### src/rtl/spi_reg_bridge_if.sv
// Signal bundle between an SPI host / register block pair and spi_reg_bridge.
// The slave modport is the bridge's view; the master modport drives SPI and returns read data.
interface spi_reg_bridge_if #(
   parameter int unsigned ADDR_W = 3
);
   logic              i_sclk;
   logic              i_cs_n;
   logic              i_mosi;
   logic              o_miso;
   logic              o_miso_oe;
   logic              o_wr_n;
   logic [ADDR_W-1:0] o_addr;
   logic [7:0]        o_data;
   logic [7:0]        i_rdata;
   logic              o_busy;

   modport slave (
      input  i_sclk, i_cs_n, i_mosi, i_rdata,
      output o_miso, o_miso_oe, o_wr_n, o_addr, o_data, o_busy
   );

   modport master (
      output i_sclk, i_cs_n, i_mosi, i_rdata,
      input  o_miso, o_miso_oe, o_wr_n, o_addr, o_data, o_busy
   );
endinterface

### src/rtl/spi_reg_bridge.sv
// SPI mode-0 slave turning host frames (command byte + data bytes) into
// single-cycle register writes and auto-incrementing register reads.
module spi_reg_bridge #(
   parameter int unsigned ADDR_W      = 3,
   parameter int unsigned SYNC_STAGES = 2
) (
   input logic             i_clk,
   input logic             i_rst_n,
   spi_reg_bridge_if.slave bus
);

   typedef enum logic [1:0] {StIdle, StCmd, StWrData, StRdData} state_e;

   logic [SYNC_STAGES-1:0] r_sclk_sync;
   logic [SYNC_STAGES-1:0] r_cs_sync;
   logic [SYNC_STAGES-1:0] r_mosi_sync;
   logic [SYNC_STAGES-1:0] r_vld;
   logic                   r_sclk_d;
   logic                   r_armed;

   state_e                 r_state;
   state_e                 w_state_d;
   logic [2:0]             r_bit_cnt;
   logic [7:0]             r_shift;
   logic [7:0]             r_tx;
   logic                   r_load;
   logic                   r_skip;
   logic                   r_oe;
   logic                   r_wr_n;
   logic [ADDR_W-1:0]      r_addr;
   logic [7:0]             r_data;

   logic                   w_sclk_s;
   logic                   w_cs_s;
   logic                   w_mosi_s;
   logic                   w_sync_ok;
   logic                   w_sclk_rise;
   logic                   w_sclk_fall;
   logic                   w_byte_done;
   logic [7:0]             w_rx_byte;
   logic                   w_wr_fire;
   logic                   w_addr_load;
   logic                   w_rd_advance;
   logic                   w_tx_pend;

   // CS synchroniser resets high so the bus looks deselected until real samples arrive.
   always_ff @(posedge i_clk or negedge i_rst_n) begin
      if (!i_rst_n) begin
         r_sclk_sync <= '0;
         r_cs_sync   <= '1;
         r_mosi_sync <= '0;
         r_vld       <= '0;
         r_sclk_d    <= 1'b0;
      end else begin
         r_sclk_sync <= {r_sclk_sync[SYNC_STAGES-2:0], bus.i_sclk};
         r_cs_sync   <= {r_cs_sync[SYNC_STAGES-2:0], bus.i_cs_n};
         r_mosi_sync <= {r_mosi_sync[SYNC_STAGES-2:0], bus.i_mosi};
         r_vld       <= {r_vld[SYNC_STAGES-2:0], 1'b1};
         r_sclk_d    <= w_sclk_s;
      end
   end

   assign w_sclk_s    = r_sclk_sync[SYNC_STAGES-1];
   assign w_cs_s      = r_cs_sync[SYNC_STAGES-1];
   assign w_mosi_s    = r_mosi_sync[SYNC_STAGES-1];
   assign w_sync_ok   = r_vld[SYNC_STAGES-1];
   assign w_sclk_rise = w_sclk_s & ~r_sclk_d;
   assign w_sclk_fall = ~w_sclk_s & r_sclk_d;
   assign w_rx_byte   = {r_shift[6:0], w_mosi_s};

   // A frame already in progress at reset release is ignored until CS is seen high.
   always_ff @(posedge i_clk or negedge i_rst_n) begin
      if (!i_rst_n) begin
         r_armed <= 1'b0;
      end else if (w_sync_ok && w_cs_s) begin
         r_armed <= 1'b1;
      end
   end

   always_ff @(posedge i_clk or negedge i_rst_n) begin
      if (!i_rst_n) begin
         r_state <= StIdle;
      end else begin
         r_state <= w_state_d;
      end
   end

   always_comb begin
      w_state_d    = r_state;
      w_byte_done  = 1'b0;
      w_wr_fire    = 1'b0;
      w_addr_load  = 1'b0;
      w_rd_advance = 1'b0;
      if (w_cs_s) begin
         w_state_d = StIdle;
      end else begin
         w_byte_done = w_sclk_rise && (r_bit_cnt == 3'd7) && (r_state != StIdle);
         case (r_state)
            StIdle: begin
               if (r_armed) begin
                  w_state_d = StCmd;
               end
            end
            StCmd: begin
               if (w_byte_done) begin
                  w_addr_load = 1'b1;
                  w_state_d   = w_rx_byte[7] ? StRdData : StWrData;
               end
            end
            StWrData: w_wr_fire    = w_byte_done;
            StRdData: w_rd_advance = w_byte_done;
            default:  w_state_d    = StIdle;
         endcase
      end
   end

   assign w_tx_pend = (w_addr_load && w_rx_byte[7]) || w_rd_advance;

   always_ff @(posedge i_clk or negedge i_rst_n) begin
      if (!i_rst_n) begin
         r_bit_cnt <= 3'd0;
         r_shift   <= 8'h00;
      end else if (w_cs_s || (r_state == StIdle)) begin
         r_bit_cnt <= 3'd0;
         r_shift   <= 8'h00;
      end else if (w_sclk_rise) begin
         r_bit_cnt <= r_bit_cnt + 3'd1;
         r_shift   <= w_rx_byte;
      end
   end

   // Address advances the cycle after a write strobe, or right after a read byte completes.
   always_ff @(posedge i_clk or negedge i_rst_n) begin
      if (!i_rst_n) begin
         r_wr_n <= 1'b1;
         r_data <= 8'h00;
         r_addr <= '0;
      end else begin
         r_wr_n <= ~w_wr_fire;
         if (w_wr_fire) begin
            r_data <= w_rx_byte;
         end
         if (w_addr_load) begin
            r_addr <= w_rx_byte[ADDR_W-1:0];
         end else if (!r_wr_n || w_rd_advance) begin
            r_addr <= r_addr + 1'b1;
         end
      end
   end

   // r_load delays the capture one cycle so i_rdata reflects the updated address.
   always_ff @(posedge i_clk or negedge i_rst_n) begin
      if (!i_rst_n) begin
         r_tx   <= 8'h00;
         r_load <= 1'b0;
         r_skip <= 1'b0;
         r_oe   <= 1'b0;
      end else begin
         r_oe <= (w_state_d == StRdData);
         if (w_cs_s) begin
            r_tx   <= 8'h00;
            r_load <= 1'b0;
            r_skip <= 1'b0;
         end else begin
            r_load <= w_tx_pend;
            if (r_load) begin
               r_tx <= bus.i_rdata;
            end else if (w_sclk_fall && !r_skip && (r_state == StRdData)) begin
               r_tx <= {r_tx[6:0], 1'b0};
            end
            if (w_byte_done) begin
               r_skip <= 1'b1;
            end else if (w_sclk_fall) begin
               r_skip <= 1'b0;
            end
         end
      end
   end

   assign bus.o_miso    = r_tx[7];
   assign bus.o_miso_oe = r_oe;
   assign bus.o_wr_n    = r_wr_n;
   assign bus.o_addr    = r_addr;
   assign bus.o_data    = r_data;
   assign bus.o_busy    = ~w_cs_s;

endmodule

### src/flat_wrapper.sv
// flat-port wrapper written by rule: the top's interface ports become plain ports
module spi_reg_bridge_flat 
#(
   parameter int unsigned ADDR_W      = 3,
   parameter int unsigned SYNC_STAGES = 2
)
  (i_clk, i_rst_n, bus_i_sclk, bus_i_cs_n, bus_i_mosi, bus_i_rdata, bus_o_miso, bus_o_miso_oe, bus_o_wr_n, bus_o_addr, bus_o_data, bus_o_busy);
  spi_reg_bridge_if #(.ADDR_W(ADDR_W)) bus_i ();
  input logic i_clk;
  input logic i_rst_n;
  input wire logic [$bits(bus_i.i_sclk)-1:0] bus_i_sclk;
  input wire logic [$bits(bus_i.i_cs_n)-1:0] bus_i_cs_n;
  input wire logic [$bits(bus_i.i_mosi)-1:0] bus_i_mosi;
  input wire logic [$bits(bus_i.i_rdata)-1:0] bus_i_rdata;
  output wire logic [$bits(bus_i.o_miso)-1:0] bus_o_miso;
  output wire logic [$bits(bus_i.o_miso_oe)-1:0] bus_o_miso_oe;
  output wire logic [$bits(bus_i.o_wr_n)-1:0] bus_o_wr_n;
  output wire logic [$bits(bus_i.o_addr)-1:0] bus_o_addr;
  output wire logic [$bits(bus_i.o_data)-1:0] bus_o_data;
  output wire logic [$bits(bus_i.o_busy)-1:0] bus_o_busy;
  assign bus_i.i_sclk = bus_i_sclk;
  assign bus_i.i_cs_n = bus_i_cs_n;
  assign bus_i.i_mosi = bus_i_mosi;
  assign bus_i.i_rdata = bus_i_rdata;
  assign bus_o_miso = bus_i.o_miso;
  assign bus_o_miso_oe = bus_i.o_miso_oe;
  assign bus_o_wr_n = bus_i.o_wr_n;
  assign bus_o_addr = bus_i.o_addr;
  assign bus_o_data = bus_i.o_data;
  assign bus_o_busy = bus_i.o_busy;
  spi_reg_bridge #(.ADDR_W(ADDR_W), .SYNC_STAGES(SYNC_STAGES)) u_core (.i_clk(i_clk), .i_rst_n(i_rst_n), .bus(bus_i));
endmodule
### config.mk
export PLATFORM = sky130hd
export DESIGN_NAME = spi_reg_bridge_flat
export DESIGN_NICKNAME = d
export VERILOG_FILES = /design/src/rtl/spi_reg_bridge_if.sv /design/src/rtl/spi_reg_bridge.sv /design/src/flat_wrapper.sv
export SDC_FILE = /design/constraint.sdc
export NUM_CORES = 1
export LEC_CHECK = 0
export ABC_AREA = 1
export CORE_MARGIN = 5
export CORE_UTILIZATION = 57
export DETAILED_ROUTE_END_ITERATION = 10
export GPL_TIMING_DRIVEN = 1
export PLACE_DENSITY = 0.83
export RECOVER_POWER = 25
export SLEW_MARGIN = 20
export SYNTH_ARGS = -nofsm -noshare
export SYNTH_HDL_FRONTEND = slang
export SYNTH_SLANG_ARGS = --single-unit
### constraint.sdc
create_clock -name i_clk -period 3.2 [get_ports i_clk]
set_input_delay 0.64 -clock i_clk [delete_from_list [all_inputs] [get_ports i_clk]]
set_output_delay 0.64 -clock i_clk [all_outputs]
set_load 0.01 [all_outputs]
Word-level counts from Yosys, hierarchy flattened. Index checks and enable logic that the tools add are counted.

Register bits: 45. Input bits: 13. Output and inout port bits: 15.

Add/subtract/negate cells: 2. Eq/ne operators: 5. Muxes and demuxes: 26. Bitwise gates (word level): 6. Reductions and logical operators: 17.

Operators with widths (count): $mux 8 (3); $mux 7 (2); $mux 1 (13); $mux 3 (4); $add 3x1->3 const B (2); $eq 2x2->1 const B (3); $logic_and 1x1->1 (6); $mux 2 (3); $reduce_bool 2->1 (3); $reduce_bool 3->1 (2); $not 1->1 (4); $pmux 2 s2 (1); $eq 3x3->1 const B (1); $logic_or 1x1->1 (3); $and 1x1->1 (2); $eq 2x1->1 const B (1); $logic_not 1->1 (2); $logic_not 2->1 (1).

Depth between registers and ports, before layout. Gate-level depths: netlist of the first run.

Depth in word-level cells: 10. Mapped depth: 9.

Least setup slack after synthesis of the first run. Ideal clock, no wire load.

Path kind: reg-to-reg. From: register u_core.r_bit_cnt[0]. To: register u_core.r_addr[0] (netlist: u_core.bus.o_addr[0]). Library setup time: 117 ps. Data arrival time: 1243 ps. Data required time: 3083 ps. Path slack: 1840 ps. Cell stages (with the launch flop): 9. Path buffers: 0. Clock period less this slack: 1360 ps. Cell sequence: dfrtp_1 > ha_1 > ha_1 > nand3_1 > inv_2 > nand2_2 > nand3_2 > nand2_1 > nand2_1.

Cells in the longest elaborated chain, start to end: 7. Elaborated cells on any way between the ends: 11.

Ends and longest elaborated chain: start: declaration (line spi_reg_bridge.sv:23) `logic [2:0] r_bit_cnt;`; start signal: assignment (line spi_reg_bridge.sv:127) `r_bit_cnt <= r_bit_cnt + 3'd1;`; $eq 3x3->1 * (line spi_reg_bridge.sv:97) `w_byte_done = w_sclk_rise && (r_bit_cnt == 3'd7) && (r_state != StIdle);`; $logic_and 1x1->1 * (2 in series) (line spi_reg_bridge.sv:97); $mux 1 (on tied branches) (line spi_reg_bridge.sv:105, spi_reg_bridge.sv:98); $mux 1 (on tied branches) (line spi_reg_bridge.sv:98, spi_reg_bridge.sv:94); $mux 1 / $logic_or 1x1->1 (equally long branches) (line spi_reg_bridge.sv:94, spi_reg_bridge.sv:145); $mux 3 / $reduce_bool 2->1 (equally long branches); end signal: assignment (line spi_reg_bridge.sv:144) `r_addr <= w_rx_byte[ADDR_W-1:0];`; end signal: assignment (line spi_reg_bridge.sv:146) `r_addr <= r_addr + 1'b1;`; end: declaration (line spi_reg_bridge.sv:30) `logic [ADDR_W-1:0] r_addr;`.

Every way passes the cells marked *; elsewhere a longest branch is shown, timed or not. A chain may end at the register's enable or synchronous reset.

Worst setup path after layout of the first run.
From: register u_core.r_cs_sync[1]. To: output port bus_o_busy.

Cells in the longest elaborated chain, start to end: 1.

Ends and longest elaborated chain: start: declaration (line spi_reg_bridge.sv:15) `logic [SYNC_STAGES-1:0] r_cs_sync;`; start signal: assignment (line spi_reg_bridge.sv:56) `r_cs_sync <= {r_cs_sync[SYNC_STAGES-2:0], bus.i_cs_n};`; $not 1->1 (line spi_reg_bridge.sv:185) `assign bus.o_busy = ~w_cs_s;`; end: declaration (line flat_wrapper.sv:20) `output wire logic [$bits(bus_i.o_busy)-1:0] bus_o_busy;`.

No other way between the ends.

==> results of run 1 <==
==> how the worst max path moves through the flow <==
stage	from	endpoint	slack (ns)	depth (start not counted)
2_1_floorplan	u_core.r_bit_cnt[0]$_DFFE_PN0P_	u_core.bus.o_addr[0]$_DFFE_PN0P_	1.84	8
3_3_place_gp	u_core.r_cs_sync[1]$_DFF_PN1_	bus_o_busy	1.45	2
3_5_place_dp	u_core.r_cs_sync[1]$_DFF_PN1_	bus_o_busy	1.43	2
4_1_cts	u_core.r_cs_sync[1]$_DFF_PN1_	bus_o_busy	1.01	2
5_1_grt	i_rst_n	u_core.r_tx[5]$_DFFE_PN0P_	0.48	1
6_report	u_core.r_cs_sync[1]$_DFF_PN1_	bus_o_busy	0.97	2
==> flip-flops by register name (all words and copies together) (netlist names) <==
| signal | cells |
|---|---|
| u_core.r_vld | 2 |
| u_core.r_sclk_d | 1 |
| u_core.r_mosi_sync | 2 |
| u_core.r_load | 1 |
| u_core.r_bit_cnt | 3 |
| u_core.bus.o_wr_n | 1 |
| u_core.r_cs_sync | 2 |
| u_core.r_tx | 8 |
| u_core.bus.o_miso_oe | 1 |
| u_core.r_sclk_sync | 2 |
| u_core.bus.o_data | 8 |
| u_core.r_state | 2 |
| u_core.r_skip | 1 |
| u_core.bus.o_addr | 3 |
| u_core.r_armed | 1 |
| u_core.r_shift | 7 |
==> metal layers <==
layer / GRT usage / vias up
met1: 0.2007 / 651
met3: 0.05419 / 8
met4: 0.06700 / 0
met5: 0 / -
li1: - / 698
met2: 0.2916 / 19
==> power by group <==
part	internal, µW	switching, µW
logic	21.8	33.7
registers	580	7.37
clock network	107	173
total	709	214
==> cells in the final DEF (no fill, tap or decap), types with 2 or more instances in the layout <==
master,instances
ha_1,3
o21ai_2,2
clkdlybuf4s50_1,23
dlygate4sd3_1,3
a21oi_1,11
nand2_1,48
inv_1,27
dfstp_1,2
o21ai_0,18
nand3_2,2
o21ai_1,13
nor2_1,12
inv_2,2
nand3_1,8
clkbuf_4,5
dfrtp_1,42
==> cells by family after synthesis <==
family	Yosys count	share of synthesized area
buf+inv	34	0.07682
fa+ha+maj	3	0.01970
simple gates	73	0.1701
flops	45	0.5929
other cells	1	0.001968
xor+xnor	1	0.004597
compound gates	46	0.1339
==> through the flow <==
stage / util / area (µm²) / worst slack (ns) / instances
6_report: 0.6884 / 2261 / 0.9689 / 280
5_1_grt: 0.6884 / 2261 / 0.4850 / 280
4_1_cts: 0.6888 / 2262 / 1.012 / 280
3_5_place_dp: 0.6690 / 2197 / 1.425 / 272
3_3_place_gp: 0.6690 / 2197 / 1.447 / 272
2_1_floorplan: - / 1906 / 1.840 / 203
==> cell type report <==
type                            count  area (µm²)
Clock buffer                        6       51.30
Multi-Input combinational cell    124       629.4
Clock inverter                      2       13.76
Tap cell                           46       57.56
Timing Repair Buffer               27       264.0
Fill cell                         264        1023
Inverter                           30       115.1
Sequential cell                    45        1130
==> flow_summary.json, run 1 <==
{
  "n_antenna_cell": 0,
  "clock_skew_ns": 0.01006,
  "synthMostInstantiatedCell": "nand2_1",
  "avgViaCountPerCell": 4.914,
  "synthTopCellsByArea": "dfrtp_1, nand2_1, inv_1",
  "syn-num-nets": 219,
  "worstPathMaxFanout": 9,
  "timing.rr.start": "u_core.r_bit_cnt[0]$_DFFE_PN0P_",
  "peakVddDrop_v": 0.0002918,
  "worstPathRequired_ns": 2.56,
  "holdPathStages": 0,
  "grt_max_degree": 46,
  "clock_path_buffers": 2,
  "fin_hold_ws_ns": 0.3649,
  "io_buffers": 27,
  "die_w_um": 67.82,
  "setup_viol": 0,
  "maxCapViolCount": 1,
  "area_growth_pct": 18.65,
  "cpMaxStageDelayCell": "dfstp_1",
  "antenna_found_initial": 0,
  "cts_tree": "yes",
  "root_buffer": "clkbuf_4",
  "grt_pass1_wl_mm": 5.768,
  "path_delay_family": "flip-flops",
  "fin_crit_sh": 0.6972,
  "worstMarginPinSlew_ns": 2.231,
  "ant_nets": 0,
  "grt-ovfl-total": 0,
  "end_kind": "output pin",
  "fp.dieArea_um2": 4600,
  "clock_latency_ns": 0.36,
  "synth-edff-count": 0,
  "num_vias": 1376,
  "drc": 0,
  "routed.top_layer": "met4",
  "wl_met3_um": 128,
  "hp-start": "u_core.r_mosi_sync[0]$_DFF_PN0_",
  "crit_buf_inv": 2,
  "total_power_uw": 923.5,
  "r2r_cells": 8,
  "wl_mm": 3.206,
  "p_leak_uw": 0.001063,
  "hp-class": "flop to flop",
  "synth-main-ff-cell": "dfrtp_1",
  "cts_made_buffers": 5,
  "worst-endpoint-arrival_ns": 1.59,
  "synth_area_per_cell_um2": 9.387,
  "met2_length_mm": 1.575,
  "clkTransAtPathRegs_ns": 0.13,
  "ys_top_cells_by_count": "nand2_1, dfrtp_1, inv_1, o21ai_0, o21ai_1",
  "yosysTopAreaCellShare": 0.5515,
  "core_um2": 3284,
  "htreeDepth": 2,
  "start_util": 0.5802,
  "drive_gt1_frac": 0.08974,
  "firstDrtPassIters": 4,
  "place_hpwl_mm": 2.271,
  "max_freq_ghz": 0.4482,
  "synthCells": 203,
  "fp.dieH_um": 67.82,
  "async_flop_share": 1.000,
  "first_iter_violations": 78,
  "violations": "capacitance limit, slew limit",
  "ys_seq_area_frac": 0.5929,
  "hold_violations": 0,
  "slowest_delay_ns": 0.64,
  "run_status": "finished, violations left",
  "drv_slew": 46,
  "wl_met1_mm": 1.431,
  "synth_area_um2": 1906,
  "grt_pass1_vias": 1358,
  "post-cts-setup-buffer-count": 0,
  "synth_warnings": 0,
  "hold_buffers": 0,
  "start_kind": "flop",
  "place_congestion": 0.8441,
  "min_delay_worst_endpoint": "u_core.r_mosi_sync[1]$_DFF_PN0_",
  "grt_util_all_layers": 0.1710,
  "power_density_nw_per_um2": 408.5,
  "rows": 21,
  "ys_seq_elements": 45,
  "reg2reg_slack_ns": 1.67,
  "yosysTopAreaCell": "dfrtp_1",
  "synth_cell_types": 24,
  "slew_headroom": -0.4870,
  "top_level_ports": 28,
  "rsz0062_at_grt": "false",
  "path_class": "flop to output pin",
  "wl_per_cell_um": 11.45,
  "path_cells": "inv_4, clkdlybuf4s50_1",
  "cts_resized": 0,
  "reg2reg_to": "u_core.bus.o_addr[2]$_DFFE_PN0P_",
  "cts_sinks": 45,
  "nets": 249,
  "min_period_ns": 2.231,
  "setup_tns_ns": 0
}
(Power assumes the default switching activity.)
==> run 2: changes to the inputs <==
--- a/config.mk
+++ b/config.mk
@@ -7,10 +7,10 @@
 export LEC_CHECK = 0
 export ABC_AREA = 1
 export CORE_MARGIN = 5
-export CORE_UTILIZATION = 57
+export CORE_UTILIZATION = 48
 export DETAILED_ROUTE_END_ITERATION = 10
 export GPL_TIMING_DRIVEN = 1
-export PLACE_DENSITY = 0.83
+export PLACE_DENSITY = 0.75
 export RECOVER_POWER = 25
 export SLEW_MARGIN = 20
 export SYNTH_ARGS = -nofsm -noshare
==> constraint.sdc (replaced) <==
create_clock -name i_clk -period 1.9 [get_ports i_clk]
set_input_delay 0.38 -clock i_clk [delete_from_list [all_inputs] [get_ports i_clk]]
set_output_delay 0.38 -clock i_clk [all_outputs]
set_load 0.01 [all_outputs]
==> flow_summary.json, run 2 (synthesis gave the netlist of run 1 again) <==
{
  "run_status": "finished, final reports clean",
  "fp.dieH_um": 73.01,
  "path_delay_family": "flip-flops",
  "power_density_nw_per_um2": 714.0,
  "crit_buf_inv": 2,
  "path_class": "flop to output pin",
  "rows": 23,
  "drc": 0,
  "finish.instance_area_um2": 2296,
  "end_kind": "output pin",
  "wl_mm": 3.353,
  "rsz0062_at_grt": "false",
  "cts_sinks": 45,
  "hold_violations": 0,
  "io_buffers": 27,
  "setup_tns_ns": 0,
  "fp.dieArea_um2": 5330,
  "place_congestion": 0.8695,
  "ant_nets": 0,
  "root_buffer": "clkbuf_8",
  "cpMaxStageDelayCell": "dfstp_2",
  "wl_per_cell_um": 11.72,
  "grt-ovfl-total": 0,
  "htreeDepth": 2,
  "firstDrtPassIters": 4,
  "area_growth_pct": 20.49,
  "grt_pass1_wl_mm": 5.920,
  "avgViaCountPerCell": 4.797,
  "start_kind": "flop",
  "setup_viol": 0,
  "worstPathMaxFanout": 9,
  "worstPathRequired_ns": 1.52,
  "grt.met1_usage": 0.1903,
  "slowest_delay_ns": 0.58,
  "grt_util_all_layers": 0.1439,
  "clock_skew_ns": 0.008991,
  "min_period_ns": 1.808,
  "nets": 251,
  "drv_slew": 0,
  "top_level_ports": 28,
  "busiest_layer": "met2",
  "die_w_um": 73.01,
  "grt_max_degree": 28,
  "grt_pass1_vias": 1331,
  "peakVddDrop_v": 0.0003952,
  "slew_headroom": 0.07574,
  "clock_latency_ns": 0.29,
  "clkTransAtPathRegs_ns": 0.07,
  "core_um2": 3914,
  "hold_buffers": 0,
  "place_area_um2": 2217,
  "met3_usage": 0.04683,
  "clock_path_buffers": 2,
  "final_util": 0.5866,
  "maxCapViolCount": 0,
  "layout_common_cells": "nand2_1, dfrtp_1, inv_1",
  "path_cells": "inv_4, clkdlybuf4s50_1",
  "cts_tree": "yes",
  "antenna_found_initial": 0,
  "fin_crit_sh": 0.9514,
  "place_hpwl_mm": 2.442,
  "final_common_cell": "nand2_1",
  "n_antenna_cell": 0,
  "cts_resized": 0,
  "hp-class": "flop to flop",
  "first_iter_violations": 74,
  "cts_made_buffers": 5,
  "drive_gt1_frac": 0.09322,
  "num_vias": 1372,
  "p_leak_uw": 0.001075,
  "start_util": 0.4869,
  "max_freq_ghz": 0.5532,
  "met2_usage": 0.2175,
  "worst-endpoint-arrival_ns": 1.43,
  "worstMarginPinSlew_ns": 1.386,
  "post-cts-setup-buffer-count": 0
}
[run 2: cell count changes in the layout (fill, tap and decap cells not counted), sizes merged]
cell and change:
buf +2, clkbuf +2, clkdlybuf4s50 +2, clkinv -2
dlygate4sd3 -2
[run 2: power by group]
part	total (µW)	internal, µW	leakage, µW	switching [µW]
registers	990	978	0.000586	11.9
logic	98.6	40.2	0.000449	58.3
clock network	551	261	0.0000395	290
total	1640	1280	0.00107	360
[run 2: worst paths after layout]
path | from | endpoint | slack (ns) | cells past startpoint
max reg2reg | u_core.r_bit_cnt[0]$_DFFE_PN0P_ | u_core.bus.o_addr[1]$_DFFE_PN0P_ | 0.39 | 8
min in group asynchronous | i_rst_n | u_core.r_tx[2]$_DFFE_PN0P_ | 0.39 | 1
min reg2reg | u_core.r_sclk_sync[0]$_DFF_PN0_ | u_core.r_sclk_sync[1]$_DFF_PN0_ | 0.35 | 0
max | u_core.r_cs_sync[1]$_DFF_PN1_ | bus_o_busy | 0.09 | 2
min | u_core.r_sclk_sync[0]$_DFF_PN0_ | u_core.r_sclk_sync[1]$_DFF_PN0_ | 0.35 | 0
max in group asynchronous | i_rst_n | u_core.r_bit_cnt[0]$_DFFE_PN0P_ | 0.66 | 2
[run 2: area by class of cell]
class	count	area (µm²)
Clock buffer	8	80.08
Fill cell	361	1618
Inverter	30	115.1
Multi-Input combinational cell	124	629.4
Sequential cell	45	1130
Tap cell	50	62.56
Timing Repair Buffer	29	279.0
[run 2: worst register-to-register path, stage by stage (launching register included)]
cell,delay (ns)
dfrtp_1,0.39
ha_1,0.20
ha_1,0.17
nand3_1,0.14
inv_2,0.10
nand2_2,0.17
nand3_2,0.12
nand2_1,0.08
nand2_1,0.05
[run 2: per-stage QoR]
stage                     hold slack (ns)  worst slack (ns)  instances  power, µW
final                              0.3529           0.09242        286       1639
after global routing               0.3637           0.03543        286       1717
after CTS                          0.1003           0.07646        286       1659
after detailed placement           0.3372            0.3962        278       1109
after global placement             0.3316            0.4039        278       1107
after floorplan                   0.08441            0.5399        203       1051
[run 2: routing by layer]
layer / routed length (µm) / part of all wire / vias to the layer above
met5: 0 / 0 / -
met4: 31 / 0.0092 / 0
met3: 135 / 0.040 / 2
met2: 1634 / 0.49 / 17
met1: 1551 / 0.46 / 648
li1: - / - / 705
